[src/rtl/m10_pkg.sv]
// Shared types and constants for the m10 byte feeder: FSM states, widths, timeout length.
package m10_pkg;
   localparam int HCOUNT_W    = 11;
   localparam int RESULT_W    = 32;
   localparam int TIMEOUT_CYC = 32;
   localparam int TMO_W       = 6;
   localparam int COL_W       = 8;

   typedef enum logic [2:0] {
      IDLE,
      CLEAR,
      READ,
      DRAIN,
      DONE,
      WAIT_RES
   } state_t;

   // Eight pixels per byte, so the leftmost pixel column is the byte column times 8.
   function automatic logic [HCOUNT_W-1:0] col_to_hcount(input logic [COL_W-1:0] col);
      return {col, 3'b000};
   endfunction
endpackage

[src/rtl/m10_addr_gen.sv]
// Column/row counters and byte address for frame readout; hcount is registered one stage behind.
module m10_addr_gen
   import m10_pkg::*;
#(
   parameter int BYTES_PER_ROW = 80,
   parameter int ROWS          = 480,
   parameter int ADDR_W        = 16
) (
   input  logic                clk,
   input  logic                rst,
   input  logic                run,
   output logic [ADDR_W-1:0]   addr,
   output logic                last,
   output logic [HCOUNT_W-1:0] hcount_p1
);
   localparam logic [COL_W-1:0]  COL_LAST = COL_W'(BYTES_PER_ROW - 1);
   localparam logic [ADDR_W-1:0] ROW_LAST = ADDR_W'(ROWS - 1);

   logic [COL_W-1:0]  col;
   logic [ADDR_W-1:0] row;

   assign last = (col == COL_LAST) && (row == ROW_LAST);

   // Counters only run while reading; they hold on the final address rather than wrapping.
   always_ff @(posedge clk) begin
      if (rst || !run) begin
         col  <= '0;
         row  <= '0;
         addr <= '0;
      end else if (!last) begin
         addr <= addr + 1'b1;
         if (col == COL_LAST) begin
            col <= '0;
            row <= row + 1'b1;
         end else begin
            col <= col + 1'b1;
         end
      end
   end

   // ---- stage p1: column of the byte whose read was issued last cycle
   always_ff @(posedge clk) begin
      if (rst) begin
         hcount_p1 <= '0;
      end else begin
         hcount_p1 <= run ? col_to_hcount(col) : '0;
      end
   end
endmodule

[src/rtl/m10_byte_feeder.sv]
// Streams a packed 1-bpp frame from RAM to a moment accumulator and latches its result.
// Optional build macro: M10_TIMEOUT_EN adds a result-wait timeout driving err.
module m10_byte_feeder
   import m10_pkg::*;
#(
   parameter int BYTES_PER_ROW = 80,
   parameter int ROWS          = 480,
   parameter int ADDR_W        = 16
) (
   input  logic                clk,
   input  logic                rst,
   input  logic                start,
   output logic                busy,
   output logic                ram_rd,
   output logic [ADDR_W-1:0]   ram_addr,
   input  logic [7:0]          ram_q,
   output logic [7:0]          idata,
   output logic [HCOUNT_W-1:0] hcount,
   output logic                cnt_en,
   output logic                rd_done,
   input  logic                m10_done,
   input  logic [RESULT_W-1:0] m10_data,
   output logic [RESULT_W-1:0] result,
   output logic                result_valid,
   output logic                err
);
   state_t state, state_nxt;
   logic   last;
   logic   drn;
   logic   vld_p1;
   logic [7:0] idata_p2;
   logic [HCOUNT_W-1:0] hcount_p1;

`ifdef M10_TIMEOUT_EN
   localparam logic [TMO_W-1:0] TMO_LAST = TMO_W'(TIMEOUT_CYC - 1);
   logic [TMO_W-1:0] tmo;
   logic             tmo_hit;
   assign tmo_hit = (tmo == TMO_LAST);
`endif

   m10_addr_gen #(
      .BYTES_PER_ROW(BYTES_PER_ROW),
      .ROWS         (ROWS),
      .ADDR_W       (ADDR_W)
   ) u_addr_gen (
      .clk      (clk),
      .rst      (rst),
      .run      (ram_rd),
      .addr     (ram_addr),
      .last     (last),
      .hcount_p1(hcount_p1)
   );

   always_ff @(posedge clk) begin
      if (rst) begin
         state <= IDLE;
         drn   <= 1'b0;
      end else begin
         state <= state_nxt;
         drn   <= (state == DRAIN) && !drn;
      end
   end

   always_comb begin
      state_nxt = state;
      busy      = (state != IDLE);
      ram_rd    = 1'b0;
      cnt_en    = 1'b0;
      rd_done   = 1'b0;
      case (state)
         IDLE:     if (start) state_nxt = CLEAR;
         CLEAR: begin
            cnt_en    = 1'b1;
            state_nxt = READ;
         end
         READ: begin
            ram_rd = 1'b1;
            if (last) state_nxt = DRAIN;
         end
         DRAIN:    if (drn) state_nxt = DONE;
         DONE: begin
            rd_done   = 1'b1;
            state_nxt = WAIT_RES;
         end
         WAIT_RES: begin
            if (m10_done) state_nxt = IDLE;
`ifdef M10_TIMEOUT_EN
            else if (tmo_hit) state_nxt = IDLE;
`endif
         end
         default:  state_nxt = IDLE;
      endcase
   end

   // ---- stage p1: RAM data arrives, valid follows the read strobe
   always_ff @(posedge clk) begin
      if (rst) begin
         vld_p1 <= 1'b0;
      end else begin
         vld_p1 <= ram_rd;
      end
   end

   // ---- stage p2: registered pixel byte, forced to zero when nothing valid is presented
   always_ff @(posedge clk) begin
      if (rst) begin
         idata_p2 <= '0;
      end else begin
         idata_p2 <= vld_p1 ? ram_q : 8'h00;
      end
   end

   assign idata  = idata_p2;
   assign hcount = hcount_p1;

   always_ff @(posedge clk) begin
      if (rst) begin
         result       <= '0;
         result_valid <= 1'b0;
      end else begin
         result_valid <= (state == WAIT_RES) && m10_done;
         if ((state == WAIT_RES) && m10_done) result <= m10_data;
      end
   end

`ifdef M10_TIMEOUT_EN
   // err is sticky across IDLE so software can read it after the frame is abandoned.
   always_ff @(posedge clk) begin
      if (rst) begin
         tmo <= '0;
         err <= 1'b0;
      end else begin
         tmo <= (state == WAIT_RES) ? tmo + 1'b1 : '0;
         if (state == CLEAR) begin
            err <= 1'b0;
         end else if ((state == WAIT_RES) && !m10_done && tmo_hit) begin
            err <= 1'b1;
         end
      end
   end
`else
   assign err = 1'b0;
`endif
endmodule

[config.mk]
export PLATFORM = sky130hd
export DESIGN_NAME = m10_byte_feeder
export DESIGN_NICKNAME = d
export VERILOG_FILES = /design/src/rtl/m10_pkg.sv /design/src/rtl/m10_addr_gen.sv /design/src/rtl/m10_byte_feeder.sv
export SDC_FILE = /design/constraint.sdc
export NUM_CORES = 1
export LEC_CHECK = 0
export ABC_AREA = 1
export CORE_ASPECT_RATIO = 1.25
export CORE_MARGIN = 10
export CORE_UTILIZATION = 44
export CTS_CLUSTER_DIAMETER = 80
export CTS_CLUSTER_SIZE = 8
export DETAILED_ROUTE_END_ITERATION = 16
export PLACE_DENSITY = 0.8
export SETUP_SLACK_MARGIN = 0.4
export SLEW_MARGIN = 5
export SYNTH_ARGS = -nofsm -noshare
export SYNTH_HDL_FRONTEND = slang
export SYNTH_HIERARCHICAL = 1
export SYNTH_SLANG_ARGS = --single-unit
[constraint.sdc]
create_clock -name clk -period 1.6 [get_ports clk]
set_input_delay 0.32 -clock clk [delete_from_list [all_inputs] [get_ports clk]]
set_output_delay 0.32 -clock clk [all_outputs]
set_load 0.03 [all_outputs]
# --- After elaboration in Yosys (flattened, before gate mapping) ---
# Cells that the tools add are included.
classes:
  add_sub_neg: 3
  eq_ne: 11
  mux: 9
  n_bitwise: 3
  reduce_logical: 12
op_table:
  columns: ["op", "count"]
  rows:
  - ["$add 16x1->16 const B", 2]
  - ["$pmux 3 s6", 1]
  - ["$eq 16x9->1 const B", 1]
  - ["$mux 3", 4]
  - ["$add 8x1->8 const B", 1]
  - ["$eq 8x7->1 const B", 1]
  - ["$mux 8", 1]
  - ["$ne 2x2->1 const B", 4]
  - ["$eq 3x2->1 const B", 2]
  - ["$eq 3x3->1 const B", 2]
  - ["$reduce_and 4->1", 1]
  - ["$reduce_or 2->1", 2]
  - ["$eq 3x1->1 const B", 1]
  - ["$logic_and 1x1->1", 3]
  - ["$logic_not 3->1", 1]
  - ["$mux 1", 3]
  - ["$not 1->1", 3]
  - ["$reduce_bool 3->1", 1]
  - ["$logic_not 1->1", 2]
  - ["$reduce_and 2->1", 1]
  - ["$logic_or 1x1->1", 1]
totals:
  ff_bits: 97
  input_bits: 44
  word_cells: 49

# --- Logic depth before layout (Yosys ltp) ---
depth:
  word_depth: 4
  mapped_depth: 14
  depth_no_buf: 14

# --- Modules after synthesis ---
# Netlist, hierarchy kept.
modules_own_cells:
  columns: ["module", "n_inst", "cells_per_inst", "area_per_inst_um2", "seq_area_each_um2"]
  rows:
  - ["m10_addr_gen", 1, 410, 2607.5, 960.9]
  - ["m10_byte_feeder", 1, 213, 1697.9, 920.9]

# --- Worst setup path after synthesis ---
# OpenSTA, ideal clock, no wires.
synth_path:
  path_type: "reg-to-reg"
  startpoint: "register u_addr_gen.row[0]"
  endpoint: "register state[2]"
  setup_time_ns: 0.113
  t_arrival_ns: 1.555
  slack_ns: -0.067
  path_stages_with_launch: 13
  path_buffers: 0
  period_less_slack_ns: 1.667
  cell_sequence: "dfxtp_1 > ha_1 > nand3_1 > nor2_2 > nand2_4 > nor2_2 > inv_1 > nand3_1 > nand2_1 > nor2_2 > nand2_1 > nand2_1 > nor2_1"
synth_between:
  elab_chain_cells: 4
synth_lines:
  columns: ["item", "line_no", "rtl"]
  rows:
  - ["from (decl)", "m10_addr_gen.sv:20", "logic [ADDR_W-1:0] row;"]
  - ["from (signal assigned)", "m10_addr_gen.sv:34", "row <= row + 1'b1;"]
  - ["$eq 16x9->1", "m10_addr_gen.sv:22", "assign last = (col == COL_LAST) && (row == ROW_LAST);"]
  - ["$logic_and 1x1->1", "m10_addr_gen.sv:22", null]
  - ["net last", "m10_byte_feeder.sv:28", "logic last;"]
  - ["$ne 2x2->1 (no source line)", null, null]
  - ["$reduce_and 4->1 (no source line)", null, null]
  - ["to (signal assigned)", "m10_byte_feeder.sv:59", "state <= state_nxt;"]
  - ["to (decl)", "m10_byte_feeder.sv:27", "state_t state, state_nxt;"]
# The timed path passes the listed nets, and every way through them passes these cells.
# A chain may end at the register's enable or synchronous reset.

# --- Worst setup path after layout ---
layout_path:
  startpoint: "register u_addr_gen.col[6]"
  endpoint: "register u_addr_gen.addr[8]"
layout_between:
  elab_chain_cells: 2
layout_lines:
  columns: ["item", "line_no", "rtl"]
  rows:
  - ["from (decl)", "m10_addr_gen.sv:19", "logic [COL_W-1:0] col;"]
  - ["from (signal assigned)", "m10_addr_gen.sv:36", "col <= col + 1'b1;"]
  - ["$eq 8x7->1", "m10_addr_gen.sv:22", null]
  - ["$logic_and 1x1->1", "m10_addr_gen.sv:22", null]
  - ["to (signal assigned)", "m10_addr_gen.sv:31", "addr <= addr + 1'b1;"]
  - ["to (decl)", "m10_addr_gen.sv:12", "output logic [ADDR_W-1:0] addr,"]
# Every way passes these cells.

==> impl_summary.txt <==
----------------------------------------------------
[Outcome]
  Status ... finished, violations left
  Violations in the final reports ... setup timing

[Die]
  Area of the core ... 9610 µm²
  Number of placement rows ... 40
  Starting density of the core ... 0.448
  Width of the chip ... 108 µm
  I/O pin count ... 117
  Die outline area ... 14,200 µm²
  DIE HEIGHT ... between 100 and 150 µm

[Power]
  Static leakage ... 3.07 nW
  Worst vdd ir ... 744 µV
  Power density over the cells ... 928 nW/µm²
  Power after layout ... ~7.2 mW

[Drt]
  Final Routed Wirelength ... 20.1 mm
  Detailed-route DRC error count ... 0
  Vias post-DR ... between 5,000 and 6,000
  Iteration-0 DRC count of the detailed router ... 601
  Vias per std cell ... 5.66
  Count of nets left with antenna violations after detail routing ... 0
  Number of optimization iterations in the first detailed-route pass ... 6
  Routed wire length per instance ... approximately 21 µm

[Synthesis]
  Synth warn ... 6
  Total standard cell area after synthesis ... 4310 µm²
  Mean Syn Cell Area ... 6.91 µm²
  Synthesized instance count ... 623
  Sequential area share after synthesis ... 0.437
  Number of distinct standard cells referenced by the synthesized netlist ... 30
  Total of flip-flops plus latches after synthesis ... 94

[CTS]
  Clock H-tree levels ... 3
  Clock tree buffer depth ... 2
  CTS tree ... yes
  Latest clock arrival within the worst-skew pair ... ~0.36 ns
  Clock sink count ... 94
  Buffer cell driving the clock tree root ... clkbuf_16
  CTS Buf Count ... 9
  Worst-path clk slew ... 0.07 ns

[Finish]
  Area of the multi-input gates ... ~2700 µm²
  Leading cell type in the layout, fill and taps excluded ... nand2_1
  Net count reported at finish ... slightly below 900
  Filler cell count ... 506
  Post-synthesis to final-layout area growth ... 81.0%
  Layout cells sized above 1 ... 0.459
  Area used by sequential logic in the layout ... about 2000 µm²
  Commonest cells after routing, fill and taps aside ... 98 x nand2_1, 82 x buf_4, 77 x inv_1
  Antenna Diode Count ... 0

[Critical path]
  Highest fanout seen on the critical path ... 5
  Arrival time reported for the critical path endpoint ... 2.09 ns
  Required time of the critical path ... 1.88 ns
  Critical path type ... flip-flop to flip-flop
  Critical path endpoint category ... flip-flop
  Startpoint types ... flip-flop

[GRT]
  Global-route total usage across every layer ... 0.219
  Initial antenna violation count ... 0
  Number of global-route vias before repair ... 5,065
  Pin count of the biggest net entering global routing ... 36
  Global-route congestion overflow total ... 0
  Wire length of the first global-routing pass ... 24.9 mm

[Placement]
  Placer Congestion ... 0.946
  Detailed placer's ending HPWL ... 9.11 mm
  Count of input and output buffers ... roughly 110

[Timing]
  Worst Setup Slack, final ... -0.209 ns
  Hold Fails Final Rpt ... 0
  Worst hold slack ... 0.450 ns
  Skew final ... ~0.013 ns
  Post-layout min period ... 1.81 ns
  Highest clock frequency the design can meet ... 553 MHz
  Final slew viol count ... 0
  Setup repair after global routing missed its margin ... yes
  Post-route fraction of the period consumed by the critical path ... 1.13
  Count of endpoints failing setup in the final report ... 41

[Run]
  Max-cap viol count ... 0

[Hold path]
  Class of the most critical hold timing path ... flip-flop to flip-flop

----------------------------------------------------
-- synthesized netlist by cell type, drive strengths merged --
cell | count | area, µm²
nand2 | 115 | 449
nor3 | 3 | 15.0
o21ai | 40 | 200
nor2 | 114 | 445
nand3 | 49 | 250
and2 | 1 | 6.26
clkbuf | 8 | 31.3
nand3b | 3 | 22.5
conb | 2 | 7.51
inv | 89 | 334
xor2 | 3 | 26.3
clkinv | 1 | 3.75
o21bai | 1 | 7.51
nand4 | 13 | 81.3
a21oi | 62 | 314
dfxtp | 94 | 1880
buf | 21 | 184
o31ai | 1 | 7.51
ha | 3 | 37.5
-- per-layer routing --
metal	wire (µm)	GRT usage	share of wire	up-vias
li1	-	-	-	2363
met3	2110	0.0838	0.10	131
met5	0	0	0	-
met4	1370	0.100	0.068	0
met2	10200	0.404	0.51	383
met1	6470	0.211	0.32	2531
-- through the flow --
stage | util | setup WS (ns) | instances | area, µm² | setup TNS (ns)
detailed placement | 0.607 | -0.0336 | 871 | 5830 | -0.0336
finish | 0.811 | -0.209 | 956 | 7790 | -5.01
global route | 0.811 | -0.254 | 956 | 7790 | -6.76
global placement | 0.607 | 0.0793 | 871 | 5830 | 0
floorplan | - | 0.0806 | 625 | 4470 | 0
CTS | 0.722 | 0.0633 | 935 | 6940 | 0
-- cell families after synthesis --
group           Yosys count  share of synthesized area
simple gates            298                      0.295
buf+inv                 119                      0.128
compound gates          104                      0.123
flops                    94                      0.437
xor+xnor                  3                    0.00610
fa+ha+maj                 3                    0.00872
other cells               2                    0.00174
-- power breakdown --
part           leakage, nW  total, mW  switching, mW  internal [mW]
combinational         2.14       2.23           1.20           1.03
clock                0.154       2.36           1.01           1.36
sequential           0.779       2.64          0.157           2.48
total                 3.07       7.23           2.37           4.86
-- final timing paths --
path | endpoint | slack (ns) | from | cells after the start
worst max register to register | u_addr_gen/addr[8] | -0.21 | u_addr_gen/col[6] | 10
worst min-delay path | result[31] | 0.45 | result[31] | 2
worst min register to register | result[31] | 0.45 | result[31] | 2
worst max-delay path | u_addr_gen/addr[8] | -0.21 | u_addr_gen/col[6] | 10
-- timing repair --
action                                  in CTS  in global routing
hold buffers                                 0                  0
gates cloned                                10                  3
setup buffers                               38                 18
endpoints found under the setup margin     127                120
pin swaps                                   29                 42
resized for setup                          501                188
-- registers in the layout (all words and copies together) (netlist names) --
name and count:
drn 1, idata 8, result 32, result_valid 1
state 3, u_addr_gen/addr 16, u_addr_gen/col 8, u_addr_gen/hcount_p1 8
u_addr_gen/row 16, vld_p1 1
-- area by class of cell --
class	count	share of cell area
inverters	90	0.0462
repair buffers	217	0.293
clock buffers	12	0.0344
multi-input cells	413	0.348
clock inverters	4	0.00658
well taps	126	0.0202
flip-flops and latches	94	0.252
-- critical path, cell delays in order (launching register included) --
cell and delay, ns:
dfxtp_2 0.35, inv_2 0.07, nor2_1 0.13, nand2_1 0.17, nor2_4 0.22, buf_6 0.17, buf_12 0.11, buf_12 0.13
buf_12 0.10, nand3_1 0.09, a21oi_1 0.18
No activity file was read; power rests on OpenSTA's default activity.
